**src/rtl/iic_slave.sv**
```systemverilog
// I2C register-access slave: synchronized, glitch-filtered SCL/SDA; reg_we/reg_re strobes a few clk after SCL edges.
// No backpressure: reg_rdata must be valid on the 2nd clk after reg_re; SCL is never stretched.
module iic_slave #(
    parameter logic [6:0] DEV_ID    = 7'h3C,
    parameter int         ADDR_BYTE = 1,
    parameter int         FILT_LEN  = 3
) (
    input  logic                   clk,
    input  logic                   rstn,
    input  logic                   scl_in,
    input  logic                   sda_in,
    output logic                   sda_out,
    output logic                   sda_out_en,
    output logic [ADDR_BYTE*8-1:0] reg_addr,
    output logic [7:0]             reg_wdata,
    output logic                   reg_we,
    output logic                   reg_re,
    input  logic [7:0]             reg_rdata,
    output logic                   busy
);
    localparam int         AW       = ADDR_BYTE * 8;
    localparam logic [1:0] LAST_IDX = 2'(ADDR_BYTE - 1);
    localparam logic [1:0] NBYTES   = 2'(ADDR_BYTE);
    localparam logic [7:0] SETTLE   = 8'(FILT_LEN + 4);

    typedef enum logic [3:0] {
        IDLE, DEV, DEV_ACK, ADDR, ADDR_ACK, WDATA, WDATA_ACK, RDATA, RACK, WAIT_STOP
    } state_t;

    logic [1:0]          scl_sync, sda_sync;
    logic [FILT_LEN-1:0] scl_hist, sda_hist;
    logic                scl_f, sda_f, scl_fd, sda_fd;
    logic [7:0]          settle;
    logic                armed, start_det, stop_det, scl_rise, scl_fall;

    always_ff @(posedge clk) begin
        if (!rstn) begin
            scl_sync <= '1;
            sda_sync <= '1;
            scl_hist <= '1;
            sda_hist <= '1;
            scl_f    <= 1'b1;
            sda_f    <= 1'b1;
            scl_fd   <= 1'b1;
            sda_fd   <= 1'b1;
            settle   <= '0;
        end else begin
            scl_sync <= {scl_sync[0], scl_in};
            sda_sync <= {sda_sync[0], sda_in};
            scl_hist <= (scl_hist << 1) | FILT_LEN'(scl_sync[1]);
            sda_hist <= (sda_hist << 1) | FILT_LEN'(sda_sync[1]);
            if (&scl_hist)       scl_f <= 1'b1;
            else if (~|scl_hist) scl_f <= 1'b0;
            if (&sda_hist)       sda_f <= 1'b1;
            else if (~|sda_hist) sda_f <= 1'b0;
            scl_fd <= scl_f;
            sda_fd <= sda_f;
            if (settle != SETTLE) settle <= settle + 8'd1;
        end
    end

    // Edges are ignored until the filters have converged on the real bus levels after reset.
    assign armed     = (settle == SETTLE);
    assign start_det = armed & scl_f & scl_fd & sda_fd & ~sda_f;
    assign stop_det  = armed & scl_f & scl_fd & ~sda_fd & sda_f;
    assign scl_rise  = armed & scl_f & ~scl_fd;
    assign scl_fall  = armed & ~scl_f & scl_fd;
    assign sda_out   = 1'b0;

    state_t          state, state_nx;
    logic [3:0]      bit_cnt, bit_cnt_nx;
    logic [7:0]      shreg, shreg_nx, wdata_nx;
    logic [1:0]      byte_idx, byte_idx_nx;
    logic [AW-1:0]   addr_acc, addr_acc_nx, addr_nx;
    logic [AW+7:0]   addr_join;
    logic            rw, rw_nx, en_nx, we_nx, re_nx, busy_nx;
    logic            ld_pend, ld_nx, drv_pend, drv_nx;

    assign addr_join = {addr_acc, shreg};

    always_ff @(posedge clk) begin
        if (!rstn) begin
            state      <= IDLE;
            bit_cnt    <= '0;
            shreg      <= '0;
            byte_idx   <= '0;
            addr_acc   <= '0;
            rw         <= 1'b0;
            sda_out_en <= 1'b0;
            reg_we     <= 1'b0;
            reg_re     <= 1'b0;
            busy       <= 1'b0;
            reg_wdata  <= '0;
            reg_addr   <= '0;
            ld_pend    <= 1'b0;
            drv_pend   <= 1'b0;
        end else begin
            state      <= state_nx;
            bit_cnt    <= bit_cnt_nx;
            shreg      <= shreg_nx;
            byte_idx   <= byte_idx_nx;
            addr_acc   <= addr_acc_nx;
            rw         <= rw_nx;
            sda_out_en <= en_nx;
            reg_we     <= we_nx;
            reg_re     <= re_nx;
            busy       <= busy_nx;
            reg_wdata  <= wdata_nx;
            reg_addr   <= addr_nx;
            ld_pend    <= ld_nx;
            drv_pend   <= drv_nx;
        end
    end

    always_comb begin
        state_nx    = state;
        bit_cnt_nx  = bit_cnt;
        shreg_nx    = shreg;
        byte_idx_nx = byte_idx;
        addr_acc_nx = addr_acc;
        rw_nx       = rw;
        en_nx       = sda_out_en;
        we_nx       = 1'b0;
        re_nx       = 1'b0;
        busy_nx     = busy;
        wdata_nx    = reg_wdata;
        addr_nx     = reg_addr;
        ld_nx       = reg_re;
        drv_nx      = 1'b0;

        // Read pipeline: reg_re -> 2 clk -> latch rdata -> 1 clk -> drive bit 7.
        if (reg_we)   addr_nx  = reg_addr + AW'(1);
        if (ld_pend) begin
            shreg_nx = reg_rdata;
            drv_nx   = 1'b1;
        end
        if (drv_pend) en_nx = ~shreg[7];

        if (start_det) begin
            state_nx   = DEV;
            bit_cnt_nx = '0;
            en_nx      = 1'b0;
            busy_nx    = 1'b1;
            ld_nx      = 1'b0;
            drv_nx     = 1'b0;
        end else if (stop_det) begin
            state_nx = IDLE;
            en_nx    = 1'b0;
            busy_nx  = 1'b0;
            ld_nx    = 1'b0;
            drv_nx   = 1'b0;
        end else begin
            case (state)
                DEV, ADDR, WDATA: begin
                    if (scl_rise && !bit_cnt[3]) begin
                        shreg_nx   = {shreg[6:0], sda_f};
                        bit_cnt_nx = bit_cnt + 4'd1;
                    end else if (scl_fall && bit_cnt[3]) begin
                        bit_cnt_nx = '0;
                        en_nx      = 1'b1;
                        if (state == DEV) begin
                            if (shreg[7:1] == DEV_ID) begin
                                state_nx = DEV_ACK;
                                rw_nx    = shreg[0];
                            end else begin
                                state_nx = WAIT_STOP;
                                en_nx    = 1'b0;
                            end
                        end else if (state == ADDR) begin
                            state_nx    = ADDR_ACK;
                            addr_acc_nx = addr_join[AW-1:0];
                            byte_idx_nx = byte_idx + 2'd1;
                            if (byte_idx == LAST_IDX) addr_nx = addr_join[AW-1:0];
                        end else begin
                            state_nx = WDATA_ACK;
                            wdata_nx = shreg;
                            we_nx    = 1'b1;
                        end
                    end
                end
                DEV_ACK: if (scl_fall) begin
                    en_nx      = 1'b0;
                    bit_cnt_nx = '0;
                    if (rw) begin
                        state_nx = RDATA;
                        re_nx    = 1'b1;
                    end else begin
                        state_nx    = ADDR;
                        byte_idx_nx = '0;
                    end
                end
                ADDR_ACK: if (scl_fall) begin
                    en_nx    = 1'b0;
                    state_nx = (byte_idx == NBYTES) ? WDATA : ADDR;
                end
                WDATA_ACK: if (scl_fall) begin
                    en_nx    = 1'b0;
                    state_nx = WDATA;
                end
                RDATA: if (scl_fall) begin
                    if (bit_cnt == 4'd7) begin
                        en_nx      = 1'b0;
                        bit_cnt_nx = '0;
                        state_nx   = RACK;
                        addr_nx    = reg_addr + AW'(1);
                    end else begin
                        bit_cnt_nx = bit_cnt + 4'd1;
                        shreg_nx   = {shreg[6:0], 1'b0};
                        en_nx      = ~shreg[6];
                    end
                end
                RACK: begin
                    if (scl_rise) begin
                        shreg_nx[0] = sda_f;
                    end else if (scl_fall) begin
                        if (!shreg[0]) begin
                            state_nx = RDATA;
                            re_nx    = 1'b1;
                        end else begin
                            state_nx = WAIT_STOP;
                        end
                    end
                end
                default: ;
            endcase
        end
    end
endmodule

```
**config.mk**
```make
export PLATFORM = sky130hd
export DESIGN_NAME = iic_slave
export DESIGN_NICKNAME = d
export VERILOG_FILES = /design/src/rtl/iic_slave.sv
export SDC_FILE = /design/constraint.sdc
export NUM_CORES = 1
export LEC_CHECK = 0
export CORE_UTILIZATION = 55
export CTS_CLUSTER_SIZE = 16
export DETAILED_ROUTE_END_ITERATION = 12
export GPL_TIMING_DRIVEN = 0
export PLACE_DENSITY = 0.77
export SKIP_LAST_GASP = 1
export SYNTH_ARGS = -nofsm -noshare
export SYNTH_HDL_FRONTEND = slang
export SYNTH_SLANG_ARGS = --single-unit
```
**constraint.sdc**
```tcl
create_clock -name clk -period 3.2 [get_ports clk]
set_clock_uncertainty 0.2 [all_clocks]
set_input_delay 0.64 -clock clk [delete_from_list [all_inputs] [get_ports clk]]
set_output_delay 0.64 -clock clk [all_outputs]
set_load 0.05 [all_outputs]
```
* Yosys cells after proc, flatten, opt, wreduce, memory -nomap -nowiden
Index checks and enable logic that the tools add are counted.
** Operators by class
- Eq/ne operators :: 35
- Reductions and logical operators :: 26
- Multiplexer cells :: 70
- Bitwise logic cells :: 25
- $add $sub $neg :: 4
** Operators with widths (count)
- two-way mux 8 bit :: 16
- two-way mux 4 bit :: 17
- != test 4 bit (second input constant) :: 9
- != test 2 bit (second input constant) :: 12
- case mux 4 bit (6 select lines) :: 1
- equality test 4 x 3 -> 1 bit (second input constant) :: 5
- two-way mux 1 bit :: 20
- AND reduction 10 bit :: 2
- adder 8 x 1 -> 8 bit (second input constant) :: 2
- case mux 8 bit (2 select lines) :: 1
- OR reduction 3 bit :: 5
- two-way mux 2 bit :: 7
- NOT 1 bit :: 14
- case mux 7 bit (2 select lines) :: 1
- AND reduction 7 bit :: 2
- case mux 4 bit (3 select lines) :: 1
- bitwise AND 1 bit :: 9
- AND reduction 9 bit :: 1
- equality test 4 x 2 -> 1 bit (second input constant) :: 2
- equality test 8 x 3 -> 1 bit (second input constant) :: 1
- != test 8 x 3 -> 1 bit (second input constant) :: 1
- nonzero test 8 bit :: 1
- equality test 7 x 6 -> 1 bit (second input constant) :: 1
- OR reduction 7 bit :: 1
- 20 further kinds :: 28
** Storage, ports and cells
- Register bits after elaboration :: 63
- Logic and storage cells :: 183
- Output and inout bits :: 21
- Input bits :: 12

* Depth between registers and ports, before layout
Gate-level depths: netlist (run 1).
- Depth in word-level cells :: 10
- Mapped depth :: 7
- Depth with buffers taken out :: 7

* Least setup slack after synthesis (run 1)
Ideal clock, no wire load.
- Path kind :: register to register
- Start :: reg settle[0]
- End :: reg bit_cnt[2]
- Arrival :: 2137 ps
- Setup time :: 133 ps
- Clock period less this slack :: 2470 ps
- Stages on the path, launching flop included :: 8
- Path buffers :: 1
- Path slack :: 730 ps
- Path through :: dfxtp_1 -> ha_1 -> or4b_1 -> buf_6 -> or4_4 -> and3_4 -> o31ai_1 -> a21oi_1
** On the way
- Word-level cells in the longest chain between the ends :: 7
- Elaborated cells on any way between the ends :: 20
- Classes of those cells :: eq/ne: 4; mux: 2; bitwise: 10; reduce/logical: 4
** RTL lines
- from (decl) :: line 33 : logic [7:0] settle;
- from (signal assigned) :: line 58 : if (settle != SETTLE) settle <= settle + 8'd1;
- equality test 8 x 3 -> 1 bit * :: line 63 : assign armed = (settle == SETTLE);
- bitwise AND 1 bit :: line 64, 65, 66
- bitwise AND 1 bit :: line 64, 65
- bitwise AND 1 bit (2 in a row) :: line 65 : assign stop_det = armed & scl_f & scl_fd & ~sda_fd & sda_f;
- NOT 1 bit (no line)
- AND reduction 5 bit (no line)
- to (signal assigned) :: line 99 : bit_cnt <= bit_cnt_nx;
- to (decl) :: line 71 : logic [3:0] bit_cnt, bit_cnt_nx;
Mark *: on every way between the ends. The rest lies on a longest branch, timed or not.
A chain may end at the register's enable or synchronous reset.

* Final worst setup path (run 1)
- Start :: reg settle[0]
- End :: reg reg_addr[2]
** On the way
- Word-level cells in the longest chain between the ends :: 9
- Elaborated cells on any way between the ends :: 18
- Classes of those cells :: eq/ne: 1; mux: 6; bitwise: 9; reduce/logical: 2
** RTL lines
- equality test 8 x 3 -> 1 bit * :: line 63
- bitwise AND 1 bit (2 in a row) :: line 67 : assign scl_fall = armed & ~scl_f & scl_fd;
- logical AND 1 bit :: line 158 : end else if (scl_fall && bit_cnt[3]) begin
- two-way mux 8 bit :: line 158
- two-way mux 8 bit :: line 155 : if (scl_rise && !bit_cnt[3]) begin
- case mux 8 bit (2 select lines) :: line 153 : case (state)
- two-way mux 8 bit :: line 146 : end else if (stop_det) begin
- two-way mux 8 bit * :: line 139 : if (start_det) begin
- to (signal assigned) :: line 109 : reg_addr <= addr_nx;
- to (decl) :: line 14 : output logic [ADDR_BYTE*8-1:0] reg_addr,
Marked as above.

==> flow_summary.ini, run 1 <==
[setup_path]
timing.rr.start = settle[0]
critPathKind = flop to flop
cp-start-kind = flop
critPathTopFamily = simple AND/OR/NAND/NOR gates
r2r_slack_ns = 0.19
slowest_stage = nor4_4
slowest_delay_ns = 0.63
crit_buf_inv = 1
r2r_end = reg_addr[2]
crit_path_end_kind = flop
r2r_cells = 7
path_max_fanout = 9
arrival_ns = 3.04
crit_path_cell_trace = ha_1 > or4b_1 > buf_6 > nor4_4 > o221ai_1 > nand2_1 > o22ai_1
cp.required_ns = 3.23

[yosys]
synth-edff-count = 0
yosysSeqAreaShare_pct = 37.7
synth_top_area_share_pct = 37.7
synth-seq-cells = 63
syn_area_um2 = 3340
post_synth_num_cell_types = 67
yosys-top-cells-area = dfxtp_1, mux2i_1, nand2b_1
synth_most_common_cell = dfxtp_1
synthCells = 383
avgSynthCellArea_um2 = 8.73
synthTopCellsByCount = dfxtp_1, nor2_1, nand2_1
ys_warn_count = 0
async_flop_share_pct = 0
syn_nets = 400
ys.flop_type = dfxtp_1
yosys.area.top_type = dfxtp_1

[clock_tree]
clk_path_buf_depth = 2
cts_buffers = 9
cts_hold_buf = 0
clk_latency_ns = 0.35
cts.clk_slew.worst_paths_ns = 0.07
htree_levels = 3
cts_root_buf = clkbuf_8
cts_tree = built
cts_sinks = 63

[cells_and_area]
fill_cells = 499
layout-drive-gt1-share_pct = 7.93
fin_nets = 441
fin_cells = 504
antennaDiodeCount = 0
seq_area_um2 = 1260
final_area_um2 = 3940
multi_input_area_um2 = 1950
syn_to_final_growth_pct = 17.9

[global_routing]
grt_pass1_wl_um = 13700
grt_start_max_net_pins = 13
antenna_found_initial = 0
grt_usage_pct = 28.2
grt_pass1_vias = 2771
grt.overflow.total = 0

[worst_hold_path]
hold_end = scl_hist[0]
hp-class = flop to flop
min_from = scl_sync[1]
whs_path_depth = 1

[power]
ir_drop_mv = 0.255
p_leak_nw = 1.32
power_density_nw_per_um2 = 395

[detailed_routing]
wl_per_cell_um = 17.0
drt_iter0_drc = 381
drc_errors = 0
dr.pass1.iters = 5
wirelength_um = 8590
num_vias = 3109
via_per_inst = 6.17
antenna_left = 0

[timing]
fmax_ghz = 0.332
timing.hold.ws_ns = 0.212
hold_viol = 0
maxSlewViolCount = 0
rsz0062_at_grt = no
setup_tns_ns = 0
relSlewSlack_pct = 53.3
final.setup.worst_slack_ns = 0.190
final.period_utilization_pct = 94.1
layout_min_cycle_time_ns = 3.01
finalSetupViolCount = 0
tightest_slew_ns = 0.691

[floorplanning]
initial_core_util_pct = 56.8
fp.coreArea_um2 = 5890
dieWidth_um = 80.0
fp.dieH_um = 80.0
io_pins = 33
rows = 28
dieArea_um2 = 6400

[placement]
placed_cell_area_um2 = 3740
placedCellCount = 488
hpwl_um = 6090
place_ws_ns = 0.258
numPortBuffers = 30
routabilityCongestion = 0.903

[outcome]
status = complete, no violations

[run]
max-cap-violations = 0
[layout by cell type, fill, tap and decap left out, types with 6 or more instances in the layout]
master	n
clkdlybuf4s50_1	30
xnor2_1	10
dfxtp_1	63
nand2b_1	19
nand3_1	14
a21oi_1	20
mux2i_1	18
a22oi_1	7
o22ai_1	8
xor2_1	12
clkbuf_1	17
o21ai_0	14
nand4_1	6
nand2_1	24
clkbuf_8	9
inv_1	9
o2bb2ai_1	6
nor2_1	31
[through the flow]
step | util, % | power (mW)
after floorplan | - | 0.854
final | 67.0 | 1.56
after detailed placement | 63.5 | 0.882
after global placement | 63.5 | 0.880
after global routing | 67.0 | 1.60
after CTS | 66.9 | 1.56
[sequential cells by signal (all words and copies together), names as in the netlist, 2 cells and up]
register   cells
bit_cnt        4
byte_idx       2
reg_addr       8
reg_wdata      8
scl_hist       3
scl_sync       2
sda_hist       3
sda_sync       2
settle         8
shreg          8
state          4
[area by class of cell]
cell class                 instances  share of cell area [%]
inverter                           9                   0.857
sequential                        63                    32.0
tap                               75                    2.38
multi-input combinational        286                    49.3
clock buffer                       9                    3.14
timing repair buffer              30                    7.62
clock inverter                     7                    1.87
buffer                            25                    2.79
[worst max-delay path by stage]
stage	startpoint	end	slack, ns	cells past startpoint
after CTS	settle[0]	reg_addr[2]	0.23	7
final	settle[0]	reg_addr[2]	0.19	7
after global routing	settle[0]	reg_addr[1]	0.07	7
after floorplan	settle[0]	bit_cnt[2]	0.73	7
after detailed placement	settle[0]	reg_addr[2]	0.26	7
after global placement	settle[0]	reg_addr[7]	0.27	7
[timing repair]
action / 4_1_cts / 5_1_grt
gates resized for setup: 0 / 1
endpoints found under the setup margin: 0 / 1
setup buffers: 0 / 0
[metal layers]
metal | vias up | track usage [%] | part of all wire (%)
li1 | 1493 | - | -
met1 | 1459 | 37.5 | 45
met2 | 140 | 44.4 | 46
met3 | 17 | 5.94 | 7.7
met4 | 0 | 11.3 | 1.8
met5 | - | 0 | 0
[report_power, final]
part           switching [mW]  internal (mW)  total (mW)  leakage (nW)
clock                   0.333          0.360       0.693        0.0992
sequential            0.00437          0.791       0.795         0.510
combinational          0.0429         0.0272      0.0701         0.707
total                   0.380           1.18        1.56          1.32
[logic make-up (layout without fill, tap and decap cells)]
group | Yosys count | after routing | synth area share [%]
AO/OA/AOI/OAI | 99 | 99 | 20.6
XOR/XNOR | 22 | 22 | 5.76
adder cells (fa/ha/maj) | 5 | 5 | 1.87
buffers and inverters | 34 | 80 | 4.30
flip-flops | 63 | 63 | 37.7
multiplexers | 19 | 19 | 5.72
other | 1 | 1 | 0.112
AND/OR/NAND/NOR | 140 | 140 | 23.9
Note: power is estimated with default switching activity, not from simulation.
==> run 2: changes to the inputs <==
Settings changed: HOLD_SLACK_MARGIN set to 0.03.
==> results of run 2 <==
The final DEF is identical to that of run 1; final timing and power are the same.
